`config.mk`:
```
export PLATFORM = sky130hd
export DESIGN_NAME = instruction_fetch
export DESIGN_NICKNAME = d
export VERILOG_FILES = /design/src/rtl/instruction_fetch.sv
export SDC_FILE = /design/constraint.sdc
export NUM_CORES = 1
export LEC_CHECK = 0
export ABC_AREA = 1
export CAP_MARGIN = 20
export CORE_MARGIN = 8
export CORE_UTILIZATION = 50
export CTS_BUF_LIST = sky130_fd_sc_hd__clkbuf_4
export CTS_CLUSTER_DIAMETER = 30
export DETAILED_ROUTE_END_ITERATION = 12
export MAX_ROUTING_LAYER = met4
export PLACE_DENSITY = 0.83
export SLEW_MARGIN = 15
export SYNTH_ARGS = -nofsm -noshare
export SYNTH_HDL_FRONTEND = slang
export SYNTH_SLANG_ARGS = --single-unit
```
`constraint.sdc`:
```
create_clock -name clka -period 2.1 [get_ports clka]
set_input_delay 0.42 -clock clka [delete_from_list [all_inputs] [get_ports clka]]
set_output_delay 0.42 -clock clka [all_outputs]
set_load 0.005 [all_outputs]
```
`src/rtl/instruction_fetch.sv`:
```
// Fetch stage: owns the PC, drives the synchronous instruction ROM and fills the IF/ID register.
// Handles hazard stalls and branch/jump redirects that squash any fetch already in flight.
module instruction_fetch #(
   parameter int unsigned          ADDR_W    = 10,
   parameter int unsigned          DATA_W    = 32,
   parameter logic [31:0]          RESET_PC  = 32'h0000_0000,
   parameter logic [DATA_W-1:0]    NOP_INSTR = '0
) (
   input  logic              clka,
   input  logic              reset,
   input  logic              stall,
   input  logic              redirect,
   input  logic [31:0]       redirect_pc,
   output logic              rom_en,
   output logic [ADDR_W-1:0] rom_addr,
   input  logic [DATA_W-1:0] rom_data,
   output logic [DATA_W-1:0] if_instr,
   output logic [31:0]       if_pc_plus4,
   output logic              if_valid,
   output logic [31:0]       pc
);

   localparam int unsigned PC_W = 32;
   localparam logic [PC_W-1:0] PC_STEP = PC_W'(4);

   logic [PC_W-1:0]   r_pc;
   logic [PC_W-1:0]   r_req_pc;
   logic              r_req_valid;
   logic [DATA_W-1:0] r_if_instr;
   logic [PC_W-1:0]   r_if_pc_plus4;
   logic              r_if_valid;

   logic [PC_W-1:0]   w_redirect_target;
   logic              w_unused_pc_lsb;

   // Targets are word aligned; the byte offset bits of the request are dropped.
   assign w_redirect_target = {redirect_pc[31:2], 2'b00};
   assign w_unused_pc_lsb   = ^redirect_pc[1:0];

   // ROM side is combinational so the ROM samples the address of the current cycle.
   assign rom_en   = ~reset & (~stall | redirect);
   assign rom_addr = r_pc[ADDR_W+1:2];
   assign pc       = r_pc;

   assign if_instr    = r_if_instr;
   assign if_pc_plus4 = r_if_pc_plus4;
   assign if_valid    = r_if_valid;

   // PC, in-flight request tag and IF/ID register; reset beats redirect beats stall.
   always_ff @(posedge clka) begin
      if (reset) begin
         r_pc          <= RESET_PC;
         r_req_pc      <= '0;
         r_req_valid   <= 1'b0;
         r_if_instr    <= NOP_INSTR;
         r_if_pc_plus4 <= '0;
         r_if_valid    <= 1'b0;
      end else if (redirect) begin
         r_pc          <= w_redirect_target;
         r_req_valid   <= 1'b0;
         r_if_instr    <= NOP_INSTR;
         r_if_valid    <= 1'b0;
      end else if (!stall) begin
         r_req_pc      <= r_pc;
         r_req_valid   <= 1'b1;
         r_pc          <= r_pc + PC_STEP;
         r_if_instr    <= r_req_valid ? rom_data : NOP_INSTR;
         r_if_valid    <= r_req_valid;
         r_if_pc_plus4 <= r_req_pc + PC_STEP;
      end
   end

endmodule
```
== After elaboration in Yosys (flattened, before gate mapping) ==
Index checks and enable logic that the tools add are counted.
Cells by class
  reduce and logical (&&, ||, !) cells: 2
  bitwise logic cells: 5
  add/sub/neg operators: 2
  mux-type cells: 3
  eq/ne operators: 1
Operators with widths (number)
  32-bit two-way mux: 3
  32-bit by 3-bit adder with 32-bit output, second input constant: 2
  1-bit NOT: 3
  2-bit by 1-bit != test with 1-bit output, second input constant: 1
  2-bit AND reduction: 1
  2-bit OR reduction: 1
  1-bit AND: 1
  1-bit bitwise OR: 1
Storage, ports and cells
  input port bits: 68
  register bits after elaboration: 130
  output and inout bits: 108

== Depth between registers and ports, before layout ==
  word-level depth: 3
  mapped depth: 11

== Worst setup path after synthesis ==
No wires, ideal clock.
  kind: register -> register
  start: register r_pc[2] (netlist: pc[2])
  end: register r_pc[30] (netlist: pc[30])
  clock period less this slack: 1.532 ns
  path buffers: 0
  stages on the path, launching flop included: 11
  arrival: 1.423 ns
  setup slack: 0.568 ns
  library setup time: 0.109 ns
  cell sequence: dfxtp_1 ha_1 nand3_1 nor2_4 nand3_2 nor2_4 nand3_1 nand2_1 nand3_1 nand2_1 inv_1
Between the ends
  longest elaborated chain between the ends: 3
Ends and longest elaborated chain
  from (decl): RTL line 26  | logic [PC_W-1:0] r_pc;
  from (signal assigned): RTL line 59  | r_pc <= w_redirect_target;
  from (signal assigned): RTL line 66  | r_pc <= r_pc + PC_STEP;
  32-bit by 3-bit adder with 32-bit output: RTL line 66
  32-bit two-way mux: RTL line 63  | end else if (!stall) begin
  32-bit two-way mux: RTL line 58  | end else if (redirect) begin
No other way between the ends. The select of a mux whose other input is x is not followed.
A chain may end at the register's enable or synchronous reset.

== Final worst setup path ==
  start: register r_pc[15] (netlist: pc[15])
  end: output port pc[15]
RTL lines
  to (decl): RTL line 20  | output logic [31:0] pc
No word-level cell between the ends.

==> results_dict.tcl <==
set metrics [dict create \
    antenna_found_initial 0 \
    end_kind "primary output" \
    fmax_mhz 487 \
    fin_crit_ns 2.05 \
    worstSetupPathType "flop to primary output" \
    dp_slack_ns -0.149 \
    route.vias.total 6754 \
    detail_route.wirelength_um 20000 \
    numCtsBuffers 17 \
    maxCapViolations 0 \
    syn_area_per_cell_sq_um 6.65 \
    synthDistinctLibCells 36 \
    initial_core_util_pct 50.4 \
    grt_pass1_vias 6378 \
    syn_to_final_growth_pct 36.4 \
    drcViolationCount 0 \
    min_to "if_instr[27]$_SDFFE_PP0N_" \
    post_cts_buffers 0 \
    final_core_util_pct 68.7 \
    hp-start "rom_data[27]" \
    grt.overflow.total 0 \
    drtIter0Drc 524 \
    syn_inst 944 \
    core_sq_mm 0.0125 \
    rsz0062_at_grt "no" \
    start_kind "flop" \
    postRouteAntennaNets 0 \
    clock_path_buffers 2 \
    numPortBuffers 169 \
    clkLatencyLatePin_ns 0.56 \
    rr_endpoint "if_pc_plus4[22]$_SDFFE_PP0P_" \
    swShare_pct 27.0 \
    netlist_area_sq_mm 0.00628 \
    gp_congestion 0.970 \
    ys_seq_area_share_pct 39.5 \
    routedWlPerCell_um 15.4 \
    ys_seq_elements 124 \
    min_period_over_period_pct 97.7 \
    pwr-share-comb_pct 15.2 \
    synth_flop_cell "dfxtp_1" \
    die_area_sq_mm 0.0164 \
    timing.hold.ws_ns 0.403 \
    clk_pin_slew_worst_paths_ns 0.11 \
    vdd_drop_max_uv 424 \
    via_per_inst 5.20 \
    die_w_um 128 \
    power_switching_uw 1410 \
    regArea_sq_mm 0.00249 \
    cp.arrival_ns 1.63 \
    intPower_uw 3810 \
    multiInputGateArea_sq_mm 0.00307 \
    p_per_area_mw_per_mm2 609 \
    grt_pass1_wl_um 32100 \
    pin_count 176 \
    dp_hpwl_um 15100 \
    h-tree-depth 4 \
    cts_root_buffer "clkbuf_4" \
    rr_worst_depth 11 \
    synth.top_cell.area_share_pct 39.5 \
    cp.required_ns 1.68 \
    whs_path_depth 3 \
    crit_buf_inv 1 \
    ys_async_sr_fraction_pct 0 \
    fin_skew_ns 0.0148 \
    rows 41 \
    track_usage_pct 25.2 \
    postCtsHoldBufs 0 \
    path_cells "clkdlybuf4s50_1" \
    antenna_cells 0 \
    firstDrtPassIters 6 \
    grt_max_degree 35 \
    synth_top_area_cell "dfxtp_1" \
    yosys_warnings 0 \
    r2r-start "r_req_pc[3]$_SDFFE_PP0P_" \
    synth_enable_flop_cells 0 \
    rrSetupSlack_ns 0.21 \
    worst_pin_slew_ns 0.518 \
    hold_violations 0 \
    die_h_um 128 \
    seqPwrFrac_pct 49.6 \
    relSlewSlack_pct 65.2 \
    slowest_stage "clkdlybuf4s50_1" \
    cp_max_fo 6 \
    cts_tree "done" \
    synth_area_leaders "dfxtp_1 40%, nand2_1 14%, nor2_1 7.1%" \
    setup_ws_ns 0.0483 \
    cp_top_family "buffers and inverters" \
    drive_gt1_share_pct 8.25 \
    slew_viol_final 0 \
    cpPeakStageDelay_ns 0.58 \
    outcome "finished, final reports clean" \
    p_leak_uw 0.00341 \
    clock_sinks 124 \
    clkPwrFrac_pct 35.2 \
    n_fill_cell 1085 \
    cts_resized 6 \
    final-setup-viol-count 0 \
    hold_class "input pin to flop" \
    num-nets-final 1184 \
]
-- cells in the mapped netlist, types with 5 or more instances --
cell type / count
nand2_1: 240
dfxtp_1: 124
nor2_1: 119
inv_1: 116
nand3_1: 71
a21oi_1: 53
o21ai_0: 46
nor3_1: 19
clkbuf_1: 18
a211oi_1: 16
buf_4: 16
nand4_1: 14
o211ai_1: 14
buf_2: 13
buf_1: 8
a22o_1: 7
nor2_2: 7
xor2_1: 7
a31oi_1: 5
nor2_4: 5
-- state kept, by name, indices dropped and copies added (netlist names) --
signal       cells
if_instr        32
pc              30
r_req_valid      1
if_pc_plus4     30
r_req_pc        30
if_valid         1
-- layer usage --
metal  GRT usage (%)  wire length (um)  vias up
met2            40.1              9440      257
met1            30.0              8620     3093
met4            9.93               450        0
met3            6.41              1460       32
li1                -                 -     3372
met5               -                 0        -
-- cells in the final DEF (no fill, tap or decap), drive strengths merged --
| cell | count |
|---|---|
| a21oi | 53 |
| clkinv | 10 |
| inv | 118 |
| xor2 | 7 |
| o221ai | 1 |
| xnor2 | 2 |
| nand3 | 76 |
| buf | 35 |
| nor4 | 1 |
| or2 | 1 |
| a22oi | 2 |
| clkbuf | 17 |
| clkdlybuf4s50 | 168 |
| bufinv | 4 |
| nand4 | 15 |
| or3 | 1 |
| a31oi | 5 |
| o211ai | 14 |
| conb | 4 |
| and3 | 1 |
| a22o | 7 |
| a211oi | 16 |
| clkinvlp | 2 |
| nor3 | 19 |
| nor2 | 131 |
| ha | 2 |
| dfxtp | 124 |
| dlygate4sd2 | 1 |
| nand3b | 4 |
| nand2 | 240 |
| o21ai | 46 |
-- power by group through the flow --
stage | Sequential [uW] | Clock, uW | Combinational, uW
3_5_place_dp | 2630 | 0 | 788
6_report | 2580 | 1840 | 793
3_3_place_gp | 2630 | 0 | 779
2_1_floorplan | 2610 | 0 | 360
4_1_cts | 2580 | 1870 | 793
5_1_grt | 2600 | 1980 | 867
-- logic make-up after synthesis --
| family | share of synthesized area, % |
|---|---|
| buf+inv | 11.8 |
| compound gates | 13.3 |
| xor+xnor | 1.26 |
| fa+ha+maj | 0.399 |
| flops | 39.5 |
| simple gates | 33.6 |
| other cells | 0.0597 |
-- worst max-delay path by stage --
| stage | startpoint | to | cells past startpoint |
|---|---|---|---|
| 3_5_place_dp | redirect | rom_en | 6 |
| 4_1_cts | pc[23]$_SDFFE_PP0N_ | pc[23] | 1 |
| 5_1_grt | pc[15]$_SDFFE_PP0N_ | pc[15] | 1 |
| 2_1_floorplan | pc[2]$_SDFFE_PP0N_ | pc[30]$_SDFFE_PP0N_ | 10 |
| 6_report | pc[15]$_SDFFE_PP0N_ | pc[15] | 1 |
| 3_3_place_gp | redirect | rom_en | 6 |
-- per-stage QoR --
step | TNS (ns) | cells | area, sq um | total power [uW]
floorplan | 0 | 947 | 6290 | 2970
global placement | -0.166 | 1267 | 8240 | 3410
detailed placement | -0.149 | 1267 | 8240 | 3420
CTS | 0 | 1299 | 8550 | 5240
global route | 0 | 1299 | 8560 | 5440
finish | 0 | 1299 | 8560 | 5210
-- layout make-up --
cell class                      count  area share [%]
Clock inverter                     15            2.08
Timing Repair Buffer              204            23.7
Inverter                          119            5.22
Sequential cell                   124            29.1
Tap cell                          172            2.51
Multi-Input combinational cell    648            35.9
Clock buffer                       17            1.49
Note: power is estimated with default switching activity, not from simulation.
